===== config.mk =====
export PLATFORM = sky130hd
export DESIGN_NAME = pipeline_ctrl
export DESIGN_NICKNAME = d
export VERILOG_FILES = /design/src/rtl/pipeline_ctrl.sv
export SDC_FILE = /design/constraint.sdc
export NUM_CORES = 1
export LEC_CHECK = 0
export BUFFER_PORTS_ARGS = -buffer_cell sky130_fd_sc_hd__buf_2
export CAP_MARGIN = 20
export CORE_ASPECT_RATIO = 1.75
export CORE_UTILIZATION = 55
export DETAILED_ROUTE_END_ITERATION = 6
export HOLD_SLACK_MARGIN = 0.08
export PLACE_DENSITY = 0.89
export SYNTH_ARGS = -nofsm -noshare
export SYNTH_HDL_FRONTEND = slang
export SYNTH_SLANG_ARGS = --single-unit

===== constraint.sdc =====
create_clock -name clk -period 3.5 [get_ports clk]
set_input_delay 0.35 -clock clk [delete_from_list [all_inputs] [get_ports clk]]
set_output_delay 0.35 -clock clk [all_outputs]
set_load 0.01 [all_outputs]

===== src/rtl/pipeline_ctrl.sv =====
// Stall/flush sequencer for the 5-stage pipeline: merges hazard, taken-branch
// and fixed-latency memory wait into per-stage freeze/flush controls.
module pipeline_ctrl #(
  parameter int MEM_LATENCY = 3,
  parameter int STALL_CNT_W = 16
) (
  input  logic                   clk,
  input  logic                   rst,
  input  logic                   hazard,
  input  logic                   branch_taken,
  input  logic                   mem_r_en,
  input  logic                   mem_w_en,
  output logic                   pc_freeze,
  output logic                   if_freeze,
  output logic                   if_flush,
  output logic                   id_flush,
  output logic                   stage_freeze,
  output logic                   mem_busy,
  output logic [STALL_CNT_W-1:0] stall_count
);

  typedef enum logic [1:0] {IDLE, WAIT, DONE} state_t;

  localparam bit        MEM_STALLS = (MEM_LATENCY > 1);
  localparam bit        USE_WAIT   = (MEM_LATENCY >= 3);
  localparam logic [7:0] CNT_INIT  = USE_WAIT ? 8'(MEM_LATENCY - 3) : 8'd0;

  state_t     state, next_state;
  logic [7:0] cnt, cnt_next;
  logic       mem_access;
  logic       mem_stall;
  logic       freeze_req;

  assign mem_access = mem_r_en | mem_w_en;

  always_ff @(posedge clk) begin
    if (rst) begin
      state       <= IDLE;
      cnt         <= 8'd0;
      stall_count <= '0;
    end else begin
      state <= next_state;
      cnt   <= cnt_next;
      if (pc_freeze && (stall_count != '1))
        stall_count <= stall_count + STALL_CNT_W'(1);
    end
  end

  // The IDLE cycle itself is the first stall cycle, so WAIT covers the rest.
  always_comb begin
    next_state = state;
    cnt_next   = cnt;
    mem_stall  = 1'b0;
    case (state)
      IDLE: begin
        if (mem_access && MEM_STALLS) begin
          mem_stall = 1'b1;
          if (USE_WAIT) begin
            next_state = WAIT;
            cnt_next   = CNT_INIT;
          end else begin
            next_state = DONE;
          end
        end
      end
      WAIT: begin
        mem_stall = 1'b1;
        if (cnt == 8'd0)
          next_state = DONE;
        else
          cnt_next = cnt - 8'd1;
      end
      DONE:    next_state = IDLE;
      default: next_state = IDLE;
    endcase
  end

  // A taken branch beats a hazard; a memory stall beats both.
  assign freeze_req   = mem_stall | (hazard & ~branch_taken);
  assign pc_freeze    = ~rst & freeze_req;
  assign if_freeze    = ~rst & freeze_req;
  assign if_flush     = ~rst & branch_taken & ~mem_stall;
  assign id_flush     = ~rst & (branch_taken | hazard) & ~mem_stall;
  assign stage_freeze = ~rst & mem_stall;
  assign mem_busy     = ~rst & mem_stall;

endmodule

==> impl_metrics.yaml <==
synth:
  yosys_warnings: 0
  ys_types: 35
  synth-edff-count: 0
  synthFlopType: "dfxtp_1"
  synth_most_common_cell: "dfxtp_1"
  synth_top_family_by_area: "simple AND/OR/NAND/NOR gates"
  synth.area.mux_share: 0.04667
  synth_area_per_cell_um2: 8.368
  ys_seq_elements: 26
  syn_inst: 173
  synth_fp_nets: 182
  synth_area_mm2: 0.001448
  synth-xor-area-share: 0
  yosys.area_share.simple: 0.3198
  synth-compound-area-share: 0.1858
  yosysTopAreaCell: "dfxtp_1"
  yosys-top-cells-count: "dfxtp_1 (26), a21oi_1 (14), nand3_1 (13), nor2_1 (13)"
  postSynth.asyncResetShare: 0
  synth_area_leaders: "dfxtp_1 (36%), a21oi_1 (4.8%), or4_1 (4.7%)"
  yosysSeqAreaShare: 0.3596
  synth_top_area_share: 0.3596
  synth_fa_ha_area_frac: 0.02593
worst_setup_path:
  reg2reg_to: "stall_count[7]"
  rr_worst_depth: 5
  critPathCaptureType: "output port"
  criticalPathCategory: "register to output port"
  start_kind: "register"
  r2r_start: "stall_count[0]"
  crit_arrival_ns: 1.90
  cp.required_ns: 3.15
  cp_max_fo: 26
  ff2ff_setup_slack_ns: 1.43
sta:
  max_slew.worst_pin.slew_ns: 0.5356
  finalSetupViolations: 0
  post-route-period-util: 0.6433
  slew_violations: 0
  finalHoldViolCount: 0
  skew_ns: 0.004438
  min_period_ns: 2.252
  max-slew-margin-rel: 0.6402
  holdWs_ns: 0.4803
  grt_setup_unrepaired: "false"
  fmax_ghz: 0.4441
  fin_setup_tns_ns: 0
clock_tree:
  cts.sinks: 26
  insertion_delay_ns: 0.28
  holdBufCountCts: 0
  path_clk_slew_ns: 0.09
  cts_setup_buffers: 0
  cts_root_buffer: "clkbuf_8"
  cts.path.max_buffers: 2
  cts_htree_levels: 1
  cts_tree: "done"
  post_cts_resized: 0
  cts_buffers: 3
die:
  die_h_um: 69.87
  core_mm2: 0.002492
  die_w_um: 40.78
  io_pins: 28
  start_util: 0.5808
  num_rows: 24
  dieArea_mm2: 0.002849
min_path:
  min_from: "rst"
  hold_path.class: "primary input to register"
  hold_path_end: "stall_count[10]"
  min_path_cells: 2
detailed_routing:
  route.vias.total: 1483
  wl_per_cell_um: 16.38
  wirelength_um: 3604
  drtAntennaViolNets: 0
  first_pass_iters: 6
  detail_route.vias_per_cell: 6.741
  drc: 0
  drtIter0Drc: 94
grt:
  grt_start_max_net_pins: 27
  grt-ovfl-total: 0
  first_global_vias: 1341
  grt_usage: 0.2905
  antenna_found_initial: 0
  grt_pass1_wl_um: 5920
placement:
  place_area_mm2: 0.001559
  hpwlAfterDp_um: 2640
  gp_congestion: 0.8015
  io_buffers: 27
cells_and_area:
  final_area_mm2: 0.001622
  syn2layout_area_growth_pct: 12.01
  drive_gt1_frac: 0.2216
  num-nets-final: 204
  antenna-diode-count: 0
status:
  status: "completed"
run:
  drv_cap: 0
pwr:
  power.density_mw_per_mm2: 637.2
  peakVddDrop_v: 0.0004986
  p_leak_nw: 0.6890
## state kept, by name (all words and copies together), names as in the netlist
| signal | flops |
|---|---|
| cnt | 8 |
| stall_count | 16 |
| state | 2 |
## stage by stage
stage	setup WS, ns	total power [mW]	cells	util
after floorplan	1.644	0.7270	173	-
after global placement	1.563	0.7982	215	0.6255
after detailed placement	1.452	0.8257	215	0.6255
after CTS	1.298	1.025	219	0.6476
after global routing	1.171	1.105	220	0.6506
final	1.248	1.033	220	0.6506
## power breakdown
group / internal [mW] / total, mW / switching, mW / leakage [nW]
sequential: 0.349 / 0.405 / 0.0557 / 0.211
combinational: 0.177 / 0.430 / 0.253 / 0.449
clock: 0.101 / 0.199 / 0.0980 / 0.0288
total: 0.627 / 1.03 / 0.406 / 0.689
## layout by cell type, fill, tap and decap left out, drive strengths merged
| cell | n |
|---|---|
| nand2b | 1 |
| nor2b | 3 |
| o32a | 1 |
| a211o | 1 |
| a211oi | 1 |
| nor4 | 1 |
| dfxtp | 26 |
| ha | 3 |
| clkbuf | 5 |
| and3 | 4 |
| buf | 27 |
| o21ai | 6 |
| o311ai | 6 |
| nand2 | 6 |
| a21oi | 14 |
| and3b | 1 |
| o31ai | 6 |
| nor2 | 13 |
| nand4 | 6 |
| o41ai | 5 |
| mux2 | 6 |
| and4 | 6 |
| nand4b | 2 |
| or2 | 2 |
| inv | 9 |
| nor3 | 6 |
| nand3b | 1 |
| or4 | 9 |
| and2 | 2 |
| nand3 | 13 |
| or3 | 2 |
## layout make-up
type | instances | area [µm²]
Fill cell | 208 | 870.8
Multi-Input combinational cell | 127 | 837.1
Sequential cell | 26 | 520.5
Timing Repair Buffer | 28 | 142.6
Clock buffer | 4 | 55.05
Inverter | 9 | 33.78
Tap cell | 26 | 32.53
## worst max-delay path, stage by stage (launching register included)
cell and delay [ns]:
dfxtp_1 0.35, nor3_2 0.40, o32a_2 0.48, inv_1 0.20
buf_2 0.18
## cell families after synthesis
family	Yosys count
flops	26
compound gates	40
mux	6
fa+ha+maj	3
buf+inv	20
simple gates	78
## metal layers
| layer | wire (µm) | share of wire | vias up | GRT usage |
|---|---|---|---|---|
| met2 | 2035 | 0.56 | 65 | 0.4896 |
| li1 | - | - | 703 | - |
| met4 | 114 | 0.032 | 0 | 0.1333 |
| met1 | 1269 | 0.35 | 699 | 0.3067 |
| met5 | 0 | 0 | - | 0 |
| met3 | 184 | 0.051 | 16 | 0.07302 |
## worst max-delay path by stage
stage | depth (start not counted) | end | startpoint | slack, ns
after floorplan | 6 | stall_count[7] | stall_count[0] | 1.64
after global placement | 4 | stall_count[7] | rst | 1.56
after detailed placement | 6 | stall_count[14] | mem_w_en | 1.45
after CTS | 4 | pc_freeze | state[0] | 1.30
after global routing | 4 | pc_freeze | state[0] | 1.17
final | 4 | if_freeze | state[0] | 1.25
Power figures use the tool's default switching activity.
